File: src/rtl/mult_share_arbiter_pkg.sv
// Shared definitions for the multiplier-sharing arbiter: FSM encoding and
// the bit positions of the per-requester {a_signed, b_signed} field.
package mult_share_arbiter_pkg;

  typedef enum logic [1:0] {
    ST_IDLE  = 2'd0,
    ST_ISSUE = 2'd1,
    ST_WAIT  = 2'd2,
    ST_RESP  = 2'd3
  } state_e;

  localparam int SM_W     = 2;
  localparam int SM_A_BIT = 1;
  localparam int SM_B_BIT = 0;

endpackage

File: src/rtl/mult_share_arbiter_rr_arbiter.sv
// Round-robin priority search: first asserted request at or above ptr_i,
// wrapping at NREQ-1. Purely combinational.
module rr_arbiter #(
  parameter int NREQ = 4,
  parameter int IDW  = 2
) (
  input  logic [NREQ-1:0] req_i,
  input  logic [IDW-1:0]  ptr_i,
  output logic [NREQ-1:0] grant_o,
  output logic [IDW-1:0]  id_o
);

  int             idx;
  logic [IDW-1:0] idx_w;
  logic           found;

  always_comb begin
    grant_o = '0;
    id_o    = '0;
    found   = 1'b0;
    idx     = 0;
    idx_w   = '0;
    for (int i = 0; i < NREQ; i++) begin
      idx   = (int'(ptr_i) + i) % NREQ;
      idx_w = IDW'(idx);
      if (!found && req_i[idx_w]) begin
        found          = 1'b1;
        grant_o[idx_w] = 1'b1;
        id_o           = idx_w;
      end
    end
  end

endmodule

File: src/rtl/mult_share_arbiter.sv
// Shares one external multiplier among NREQ requesters: round-robin grant,
// single outstanding operation, timeout abort, result held until accepted.
module mult_share_arbiter
  import mult_share_arbiter_pkg::*;
#(
  parameter int NREQ    = 4,
  parameter int WIDTH   = 16,
  parameter int TIMEOUT = 64
) (
  input  logic                    clk,
  input  logic                    rst_n,
  input  logic [NREQ-1:0]         req_valid,
  output logic [NREQ-1:0]         req_ready,
  input  logic [NREQ*WIDTH-1:0]   req_a,
  input  logic [NREQ*WIDTH-1:0]   req_b,
  input  logic [2*NREQ-1:0]       req_sign_mode,
  output logic [NREQ-1:0]         rsp_valid,
  input  logic [NREQ-1:0]         rsp_ready,
  output logic [2*WIDTH-1:0]      rsp_product,
  output logic                    rsp_err,
  output logic                    mul_start,
  output logic [WIDTH-1:0]        mul_a,
  output logic [WIDTH-1:0]        mul_b,
  output logic [SM_W-1:0]         mul_sign_mode,
  input  logic [2*WIDTH-1:0]      mul_product,
  input  logic                    mul_done,
  input  logic                    mul_busy
);

  localparam int IDW = $clog2(NREQ);
  localparam int CW  = $clog2(TIMEOUT + 1);

  state_e            state_q;
  logic [IDW-1:0]    rr_ptr_q, rr_ptr_d, id_q;
  logic [CW-1:0]     cnt_q;
  logic              mul_start_q, rsp_err_q;
  logic [WIDTH-1:0]  mul_a_q, mul_b_q;
  logic [SM_W-1:0]   mul_sm_q;
  logic [NREQ-1:0]   rsp_valid_q;
  logic [2*WIDTH-1:0] rsp_product_q;

  logic [NREQ-1:0]   grant;
  logic [IDW-1:0]    grant_id;
  logic              handshake;

  logic [WIDTH-1:0]  a_arr  [NREQ];
  logic [WIDTH-1:0]  b_arr  [NREQ];
  logic [SM_W-1:0]   sm_arr [NREQ];

  for (genvar g = 0; g < NREQ; g++) begin : g_unpack
    assign a_arr[g]  = req_a[g*WIDTH +: WIDTH];
    assign b_arr[g]  = req_b[g*WIDTH +: WIDTH];
    assign sm_arr[g] = {req_sign_mode[2*g+SM_A_BIT], req_sign_mode[2*g+SM_B_BIT]};
  end

  rr_arbiter #(.NREQ(NREQ), .IDW(IDW)) u_rr_arbiter (
    .req_i   (req_valid),
    .ptr_i   (rr_ptr_q),
    .grant_o (grant),
    .id_o    (grant_id)
  );

  // Grant is re-evaluated every cycle so a withdrawn request never wins.
  assign req_ready = (rst_n && state_q == ST_IDLE && !mul_busy) ? grant : '0;
  assign handshake = |(req_valid & req_ready);
  assign rr_ptr_d  = (grant_id == IDW'(NREQ - 1)) ? '0 : grant_id + 1'b1;

  always_ff @(posedge clk or negedge rst_n) begin
    if (!rst_n) begin
      state_q       <= ST_IDLE;
      rr_ptr_q      <= '0;
      id_q          <= '0;
      cnt_q         <= '0;
      mul_start_q   <= 1'b0;
      mul_a_q       <= '0;
      mul_b_q       <= '0;
      mul_sm_q      <= '0;
      rsp_valid_q   <= '0;
      rsp_product_q <= '0;
      rsp_err_q     <= 1'b0;
    end else begin
      mul_start_q <= 1'b0;
      unique case (state_q)
        ST_IDLE: begin
          if (handshake) begin
            mul_a_q     <= a_arr[grant_id];
            mul_b_q     <= b_arr[grant_id];
            mul_sm_q    <= sm_arr[grant_id];
            id_q        <= grant_id;
            rr_ptr_q    <= rr_ptr_d;
            mul_start_q <= 1'b1;
            state_q     <= ST_ISSUE;
          end
        end
        ST_ISSUE: begin
          cnt_q   <= '0;
          state_q <= ST_WAIT;
        end
        ST_WAIT: begin
          if (mul_done) begin
            rsp_product_q <= mul_product;
            rsp_err_q     <= 1'b0;
            rsp_valid_q   <= NREQ'(1) << id_q;
            state_q       <= ST_RESP;
          end else if (cnt_q == CW'(TIMEOUT - 1)) begin
            // Abort: the multiplier never answered within TIMEOUT wait cycles.
            rsp_product_q <= '0;
            rsp_err_q     <= 1'b1;
            rsp_valid_q   <= NREQ'(1) << id_q;
            state_q       <= ST_RESP;
          end else begin
            cnt_q <= cnt_q + 1'b1;
          end
        end
        ST_RESP: begin
          if (rsp_ready[id_q]) begin
            rsp_valid_q <= '0;
            state_q     <= ST_IDLE;
          end
        end
        default: state_q <= ST_IDLE;
      endcase
    end
  end

  assign mul_start     = mul_start_q;
  assign mul_a         = mul_a_q;
  assign mul_b         = mul_b_q;
  assign mul_sign_mode = mul_sm_q;
  assign rsp_valid     = rsp_valid_q;
  assign rsp_product   = rsp_product_q;
  assign rsp_err       = rsp_err_q;

endmodule

File: config.mk
export PLATFORM = sky130hd
export DESIGN_NAME = mult_share_arbiter
export DESIGN_NICKNAME = d
export VERILOG_FILES = /design/src/rtl/mult_share_arbiter_pkg.sv /design/src/rtl/mult_share_arbiter_rr_arbiter.sv /design/src/rtl/mult_share_arbiter.sv
export SDC_FILE = /design/constraint.sdc
export NUM_CORES = 1
export LEC_CHECK = 0
export BUFFER_PORTS_ARGS = -buffer_cell sky130_fd_sc_hd__buf_2
export CORE_UTILIZATION = 50
export CTS_BUF_LIST = sky130_fd_sc_hd__clkbuf_8 sky130_fd_sc_hd__clkbuf_16
export DETAILED_ROUTE_END_ITERATION = 7
export GPL_TIMING_DRIVEN = 1
export PLACE_DENSITY = 0.87
export SYNTH_ARGS = -nofsm -noshare
export SYNTH_HDL_FRONTEND = slang
export SYNTH_SLANG_ARGS = --single-unit
File: constraint.sdc
create_clock -name clk -period 7.6 [get_ports clk]
set_input_delay 0.76 -clock clk [delete_from_list [all_inputs] [get_ports clk]]
set_output_delay 0.76 -clock clk [all_outputs]
set_load 0.01 [all_outputs]
==> summary.md, run 1 <==
| Metric | Value |
|---|---|
| Cell taking the most area after synthesis | dfrtp_1 |
| ANT nets after route | 0 |
| Unique masters post-synth | 46 |
| CP dominant cell by count | a221o_1 |
| Slew HR | 21.2% |
| Worst Tran Pin Value | 1180 ps |
| Worst path top cell family by delay | compound AO/OA/AOI/OAI gates |
| Clock root buffer master | clkbuf_8 |
| Synth top area share | 42.8% |
| Synthesized area | 4970 sq um |
| First-pass GRT wire length | 20.3 mm |
| Period Utilization, post-route | 56.2% |
| Fmax | 234 MHz |
| Most frequent cells in the layout | buf_2 (254), dfrtp_1 (85), mux2i_1 (72) |
| Average size of a mapped cell | 10.7 sq um |
| Cell Rows | 36 |
| Nets | 893 |
| Register-to-Register Path Depth | 10 |
| WL final | 13.0 mm |
| Die extent in x | 102 um |
| Post-CTS Repair Setup Buffers | 0 |
| DR iter-0 viols | 154 |
| GP Congestion | 0.935 |
| Slew Viols, Final | 0 |
| Slowest cell delay on critical path | 730 ps |
| Area growth, synth to finish | 31.2% |
| RSZ-0062 raised after global routing | no |
| Via density | 5.32 |
| Worst reg2reg path startpoint | rr_ptr_q[0] |
| Buf/Inv on CP | 2 |
| Setup violators final | 0 |
| Status | complete, but fails checks |
| Critical path capture point type | flop |
| Die area | 10300 sq um |
| Critical path's slowest cell | dfrtp_1 |
| Crit start category | flop |
| Failing checks | design-rule violations |
| Critical Path Fanout Max | 76 |
| CP cell instances | inv_1 > ha_1 > mux4_2 > a221o_1 > o211a_1 > a221o_1 > o21bai_4 > buf_4 > a211oi_2 > mux2_4 |
| H-tree depth | 3 |
| MaxCap Viol Count | 0 |
| Port Buffers | 255 |
| Setup CP Type | reg2reg |
| GRT Total Usage | 25.3% |
| Cell Count, Final, Fillers Out | 839 |
| Core ar. | 9680 sq um |
| Yosys warnings | 0 |
| DR pass1 iterations | 8 |
| HP Class | in2async |
| Vias | 4462 |
| Lkg Pwr | 3.57 nW |
| I/O pin total | 256 |
| Initial antenna violation count | 0 |
| Clk slew on worst S/H paths | 100 ps |
| Register bit count reported by yosys | 85 |
| Ys async rst share | 100% |
| Hold_buf cts | 0 |
| Global-route congestion overflow total | 0 |
| Synth Flop Type | dfrtp_1 |
| Share of cells above drive strength 1 | 46.0% |
| Vias in the first global route | 4388 |
| CTS Buffer Depth | 2 |
| WP data required | 7840 ps |
| Number of synthesized flops with an enable pin | 0 |
| Starting Density | 51.3% |
| CTS sink cnt | 85 |
| Largest cells by area after synthesis | dfrtp_1 (43%), mux2i_1 (15%), mux2_2 (9.1%) |
| Reg2Reg Setup Slack | 3330 ps |
| Worst path arrival time | 4510 ps |
| RR Endpoint | state_q[1] |
| Final min period | 4270 ps |
| DP HPWL | 9.94 mm |
| Final hold vios | 0 |
| Wire per inst | 15.5 um |
| TritonCTS clock tree | yes |
| Maximum VDD drop | 284 uV |
| Post-CTS sizing | 0 |
| Total CTS buffers | 9 |
| Mapped Cells | 466 |
| Post-Syn Nets | 659 |
| Clock Latency Late Sink | 350 ps |
| Setup TNS | 0 ps |
| P per Cell Area | 413 nW/um^2 |
| Sequential share of the synthesized area | 42.8% |
| Final core utilization | 67.3% |
| # DRC | 2 |
| Commonest non-fill, non-tap cell in the layout | buf_2 |
| Largest net degree at the start of global routing | 77 |
| Placed Cells | 822 |
| Worst Skew | 9.04 ps |
| Die height | 102 um |
Yosys cell counts (all sizes together), types with 3 or more instances:
library cell / n
a22o: 32
mux2: 41
mux4: 4
a22oi: 3
buf: 21
clkbuf: 14
o21ai: 48
dfrtp: 85
nand4: 4
nor2: 17
ha: 13
a221o: 3
nand3b: 3
nand3: 4
inv: 11
a21oi: 8
nor2b: 4
nand2: 49
mux2i: 72
sequential cells by signal (all words and copies together), names as in the netlist:
register       flops
cnt_q              7
rsp_valid          4
rsp_err            1
mul_start          1
state_q            2
rsp_product       32
id_q               2
mul_sign_mode      2
mul_a             16
rr_ptr_q           2
mul_b             16
report_power, final:
group          switching [mW]  internal [mW]  leakage, nW  total [mW]
Sequential              0.138          0.640         1.08       0.778
Clock                   0.175          0.160        0.105       0.335
Combinational           0.788          0.788         2.38        1.58
worst register-to-register path: cells and delay by family (launching register included):
family	cells	cell delay [ps]
DFF	1	730
muxes	2	970
AOI/OAI and AO/OA	5	1160
buffers and inverters	2	790
adders and majority gates	1	510
per-layer routing:
metal	global-route usage, %	up-vias	share of wire (%)
li1	-	2158	-
met1	30.8	2115	41
met2	44.4	162	53
met3	4.14	27	4.3
met4	10.4	0	2.0
met5	0	-	0
final cells by class:
cell class / count / area [sq um]
diodes: 1 / 2.50
flip-flops and latches: 85 / 2130
fillers: 764 / 3170
inverters: 11 / 41.3
clock inverters: 7 / 86.3
multi-input cells: 335 / 2670
clock buffers: 9 / 124
repair buffers: 258 / 1300
well taps: 133 / 166
per-stage QoR:
| step | setup WS (ps) | power (mW) | hold slack, ps | instance area, sq um |
|---|---|---|---|---|
| after global routing | 3020 | 2.89 | 306 | 6510 |
| after detailed placement | 3340 | 2.37 | 469 | 6300 |
| final | 3330 | 2.69 | 298 | 6520 |
| after floorplan | 4190 | 1.92 | 464 | 4970 |
| after global placement | 3530 | 2.29 | 462 | 6300 |
| after CTS | 3330 | 2.71 | 305 | 6510 |
kinds of logic after synthesis:
| logic type | Yosys count | synth area share (%) |
|---|---|---|
| adder cells (fa/ha/maj) | 13 | 3.27 |
| buffers and inverters | 46 | 4.16 |
| AND/OR/NAND/NOR | 95 | 8.91 |
| XOR/XNOR | 1 | 0.176 |
| flip-flops | 85 | 42.8 |
| multiplexers | 117 | 25.7 |
| AO/OA/AOI/OAI | 109 | 15.0 |
worst max-delay path by stage:
stage | start | end | slack, ps | depth (start not counted)
3_3_place_gp | rr_ptr_q[0] | state_q[1] | 3530 | 10
3_5_place_dp | rr_ptr_q[0] | state_q[1] | 3340 | 10
5_1_grt | rr_ptr_q[0] | state_q[1] | 3020 | 10
6_report | rr_ptr_q[0] | state_q[1] | 3330 | 10
4_1_cts | rr_ptr_q[0] | state_q[1] | 3330 | 10
2_1_floorplan | rr_ptr_q[0] | state_q[1] | 4190 | 12
No activity file was read; power rests on OpenSTA's default activity.
==> inputs of run 2 (changes only) <==
- CORE_UTILIZATION: 50 -> 42
- PLACE_DENSITY: 0.87 -> 0.78
- clock period: 7.6 -> 3.4 ns (I/O delays scaled with it)
==> run 2 against run 1 <==
The flow now finishes without violations. First-iteration DRC count rose by 35%. Global-route usage down 2.7 points. Core utilization decreased by 8.6 points. Die area grew 19%.
==> summary.md, run 2 (synthesis results as in run 1) <==
| Metric | Value |
|---|---|
| Setup WS post-layout | 267 ps |
| First-pass GRT wire length | 22.5 mm |
| P per Cell Area | 955 nW/um^2 |
| Max reg flops | 32 |
| Commonest non-fill, non-tap cell in the layout | buf_2 |
| Global-route congestion overflow total | 0 |
| Maximum VDD drop | 553 uV |
| Core ar. | 11500 sq um |
| Clk slew on worst S/H paths | 70 ps |
| Cell Rows | 39 |
| Starting Density | 43.3% |
| Critical Path Fanout Max | 69 |
| Hold endpoint | rsp_product[11] |
| Wire per inst | 15.8 um |
| Status | finished, final reports clean |
| MaxCap Viol Count | 0 |
| Multi-input gate area | 2670 sq um |
| I/O pin total | 256 |
| Seq. cell area | 2130 sq um |
| Most frequent cells in the layout | buf_2 (254), dfrtp_1 (84), mux2i_1 (72) |
| Hold_sp | mul_product[11] |
| Diode count | 0 |
| Register-to-Register Path Depth | 9 |
| Port Buffers | 255 |
| H-tree depth | 3 |
| ANT nets after route | 0 |
| GP Congestion | 0.834 |
| Initial antenna violation count | 0 |
| TritonCTS clock tree | yes |
| Worst reg2reg path startpoint | rr_ptr_q[1] |
| Period Utilization, post-route | 92.1% |
| RR Endpoint | mul_a[0] |
| HP Class | in2reg |
| Setup CP Type | reg2reg |
| Vias in the first global route | 4669 |
| Die area | 12300 sq um |
| Reg2Reg Setup Slack | 270 ps |
| GRT Total Usage | 22.6% |
| Worst Skew | 8.68 ps |
| Place WS | 317 ps |
| Slew Viols, Final | 0 |
| Cell Count, Final, Fillers Out | 859 |
| Setup TNS | 0 ps |
| Worst hold stages | 2 |
| Largest net degree at the start of global routing | 70 |
| Nets | 904 |
| Via density | 5.31 |
| CTS Buffer Depth | 2 |
| CP cell instances | inv_1 > ha_1 > mux4_2 > a221oi_1 > a21oi_1 > a221o_1 > o21bai_4 > buf_12 > o21ai_0 |
| RSZ-0062 raised after global routing | no |
| WL final | 13.6 mm |
| Area growth, synth to finish | 35.4% |
| DR pass1 iterations | 4 |
| Total CTS buffers | 9 |
| Worst hold slack | 224 ps |
| Clock Latency Late Sink | 330 ps |
| Die extent in x | 111 um |
| Crit. Startpoint | rr_ptr_q[1] |
| Worst path arrival time | 3330 ps |
| Die height | 111 um |
| Buf/Inv on CP | 2 |
| Clock root buffer master | clkbuf_16 |
| Worst Tran Pin Value | 1170 ps |
| Crit start category | flop |
| Layout fillers | 970 |
| WP data required | 3590 ps |
| # DRC | 0 |
| Slew HR | 22.3% |
| Vias | 4559 |
| Critical path capture point type | flop |
| CTS sink cnt | 85 |
| Setup violators final | 0 |
| Worst path top cell family by delay | compound AO/OA/AOI/OAI gates |
| Final hold vios | 0 |
| DR iter-0 viols | 208 |
| Post-CTS Repair Setup Buffers | 0 |
| Placed Cells | 842 |
| Share of cells above drive strength 1 | 46.6% |
| DP HPWL | 10.4 mm |
| Final min period | 3130 ps |
| Slowest cell delay on critical path | 610 ps |
| Critical path's slowest cell | mux4_2 |
| Fmax | 319 MHz |
| Lkg Pwr | 3.66 nW |
## run 2: changes by cell type in the layout (fill, tap and decap cells not counted), sizes merged
cell,change
buf,+10
bufinv,-1
clkinvlp,+3
diode,-1
dlygate4sd3,+1
inv,-2
## run 2: per-stage QoR
stage	power, mW	instance area [sq um]	utilization, %
after global routing	6.88	6730	58.7
after floorplan	4.30	4970	-
final	6.43	6730	58.7
after global placement	5.40	6440	56.2
after CTS	6.47	6730	58.7
after detailed placement	5.53	6440	56.2
## run 2: metal layers
layer  vias to the layer above  global-route usage, %  wire (um)
li1                       2178                      -          -
met1                      2160                   26.8       5570
met2                       185                   40.0       6890
met3                        36                   3.99        671
met4                         0                   9.87        431
met5                         -                      0          0
## run 2: layout make-up
cell class	instances	area share, %
Clock buffer	9	3.35
Clock inverter	7	0.762
Inverter	11	0.614
Multi-Input combinational cell	335	39.6
Sequential cell	85	31.6
Tap cell	143	2.66
Timing Repair Buffer	269	21.3
## run 2: where the power goes
group	internal, mW	switching [mW]	total [mW]
Combinational	1.91	1.91	3.82
Sequential	1.44	0.264	1.70
Clock	0.497	0.411	0.908
Total	3.84	2.59	6.43
## run 2: worst register-to-register path: cells and delay by family (launching register included)
| family | cells | cell delay, ps |
|---|---|---|
| adders and majority gates | 1 | 320 |
| muxes | 1 | 610 |
| DFF | 1 | 360 |
| buffers and inverters | 2 | 350 |
| AOI/OAI and AO/OA | 5 | 1360 |
## run 2: repair_timing
item / in CTS / in global routing
hold endpoints to repair: 30 / 0
hold buffers: 1 / 0
resized for setup: 0 / 0
## run 2: how the worst max path moves through the flow
stage                             to  slack, ps  cells past startpoint
after floorplan           state_q[1]         70                     12
after global placement    state_q[1]        470                      9
after detailed placement    mul_a[6]        320                      9
after CTS                  mul_a[14]        330                      9
after global routing        mul_a[0]        110                      9
final                       mul_a[0]        270                      9
==> inputs of run 3 (changes only) <==
- RECOVER_POWER: unset -> 100
==> run 3 against run 2 <==
The flow now finishes with violations (max-capacitance violations, max-slew violations). Clock-buffer cell count stayed put. Worst setup slack worse by 22 ps. Combinational power is 4% lower. Fmax is 0.70% lower. Critical endpoint is now state_q[1]. Largest cell class unchanged. Highest routed layer unchanged.
==> summary.md, run 3 (synthesis results as in run 1) <==
| Metric | Value |
|---|---|
| Status | complete, but fails checks |
| Failing checks | max-capacitance violations, max-slew violations |
| Die area | 12300 sq um |
| Commonest non-fill, non-tap cell in the layout | buf_2 |
| DP HPWL | 10.4 mm |
| Nets | 904 |
| CTS Buffer Depth | 2 |
| Initial antenna violation count | 0 |
| Core ar. | 11500 sq um |
| Die height | 111 um |
| Sequential power share | 27.2% |
| Met1 WL | 5.52 mm |
| Most frequent cells in the layout | buf_2 (179), dfrtp_1 (84), clkbuf_1 (75) |
| Worst Tran Pin Value | 1620 ps |
| Die extent in x | 111 um |
| Via density | 5.29 |
| Int Pwr | 3.71 mW |
| ANT nets after route | 0 |
| Switching Fraction | 41.1% |
| Vias in the first global route | 4669 |
| P per Cell Area | 951 nW/um^2 |
| Share of cells above drive strength 1 | 36.0% |
| Worst Skew | 8.00 ps |
| Worst path arrival time | 3370 ps |
| Critical Path Fanout Max | 8 |
| Post-CTS Repair Setup Buffers | 0 |
| WL met2 | 6.98 mm |
| Logic pwr share | 58.4% |
| HP Class | in2reg |
| Total CTS buffers | 9 |
| Hold_buf cts | 1 |
| # DRC | 0 |
| First-pass GRT wire length | 22.5 mm |
| Max Used Layer | met4 |
| Post-CTS sizing | 0 |
| Vias | 4545 |
| Largest net degree at the start of global routing | 70 |
| Clock Latency Late Sink | 330 ps |
| DR pass1 iterations | 4 |
| H-tree depth | 3 |
| Maximum VDD drop | 554 uV |
| WL final | 13.5 mm |
| Lkg Pwr | 3.39 nW |
| Global-route congestion overflow total | 0 |
| DR iter-0 viols | 268 |
| Clk slew on worst S/H paths | 70 ps |
| GP Congestion | 0.834 |
| Crit start category | flop |
| WP data required | 3620 ps |
| TritonCTS clock tree | yes |
| Clock root buffer master | clkbuf_16 |
| Fmax | 317 MHz |
| I/O pin total | 256 |
| Met3 wire len | 619 um |
| Switching pwr | 2.58 mW |
| Clk network pwr share | 14.4% |
| Max reg flops | 32 |
| Starting Density | 43.3% |
| Period Utilization, post-route | 92.8% |
| Cell Rows | 39 |
| Final hold vios | 0 |
| Slew Viols, Final | 34 |
| Design area | 6620 sq um |
| Area growth, synth to finish | 33.2% |
| Area after DPL | 6440 sq um |
| Port Buffers | 255 |
| Setup violators final | 0 |
| Final min period | 3160 ps |
| RSZ-0062 raised after global routing | no |
| Slew HR | -8.33% |
| Wire per inst | 15.7 um |
| CTS sink cnt | 85 |
| MaxCap Viol Count | 1 |
| Diode count | 0 |
| Setup TNS | 0 ps |
| Setup CP Type | reg2reg |
| Critical path capture point type | flop |
| GRT Total Usage | 22.6% |
[run 3: path summary, 6_finish.rpt]
path                       slack (ps)  cells after the start             from         endpoint
min                               220                      2  mul_product[11]  rsp_product[11]
max reg2reg                       240                     10      rr_ptr_q[1]       state_q[1]
min reg2reg                       480                      2         mul_b[4]         mul_b[4]
max                               240                     10      rr_ptr_q[1]       state_q[1]
max in group asynchronous        1330                      3            rst_n         mul_a[8]
min in group asynchronous         480                      2            rst_n       state_q[1]
[run 3: cell type report]
type	count	area, sq um
fillers	1010	4850
multi-input cells	335	2660
flip-flops and latches	85	2130
repair buffers	269	1330
clock buffers	9	225
well taps	143	179
clock inverters	7	51.3
inverters	11	41.3
[run 3: per-layer routing]
| metal | up-vias | track usage (%) |
|---|---|---|
| met5 | - | 0 |
| met4 | 0 | 9.87 |
| met1 | 2161 | 26.8 |
| li1 | 2182 | - |
| met3 | 28 | 3.99 |
| met2 | 174 | 40.0 |
[run 3: stage by stage]
step           total power, mW  hold WS [ps]  std cells  worst slack, ps  util (%)
2_1_floorplan             4.30          44.4        466             69.8         -
3_3_place_gp              5.40           296        842              473      56.2
3_5_place_dp              5.53           304        842              317      56.2
4_1_cts                   6.47           216        859              328      58.7
5_1_grt                   6.76           217        859             73.9      57.7
6_report                  6.29           225        859              245      57.7
[run 3: worst max-delay path: stages (launching register included)]
cell      delay, ps
dfrtp_1         360
inv_1            80
ha_1            310
mux4_2          610
nor2b_4         210
a221oi_1        120
a21oi_1         230
a221o_1         260
o21bai_4        120
a211oi_1        420
mux2_4          340
[run 3: power by group through the flow]
| stage | Combinational [mW] | Clock, mW | Sequential, mW |
|---|---|---|---|
| finish | 3.68 | 0.907 | 1.71 |
| global route | 4.02 | 0.973 | 1.76 |
| CTS | 3.85 | 0.929 | 1.70 |
| detailed placement | 3.84 | 0 | 1.69 |
| global placement | 3.71 | 0 | 1.69 |
| floorplan | 2.43 | 0 | 1.86 |
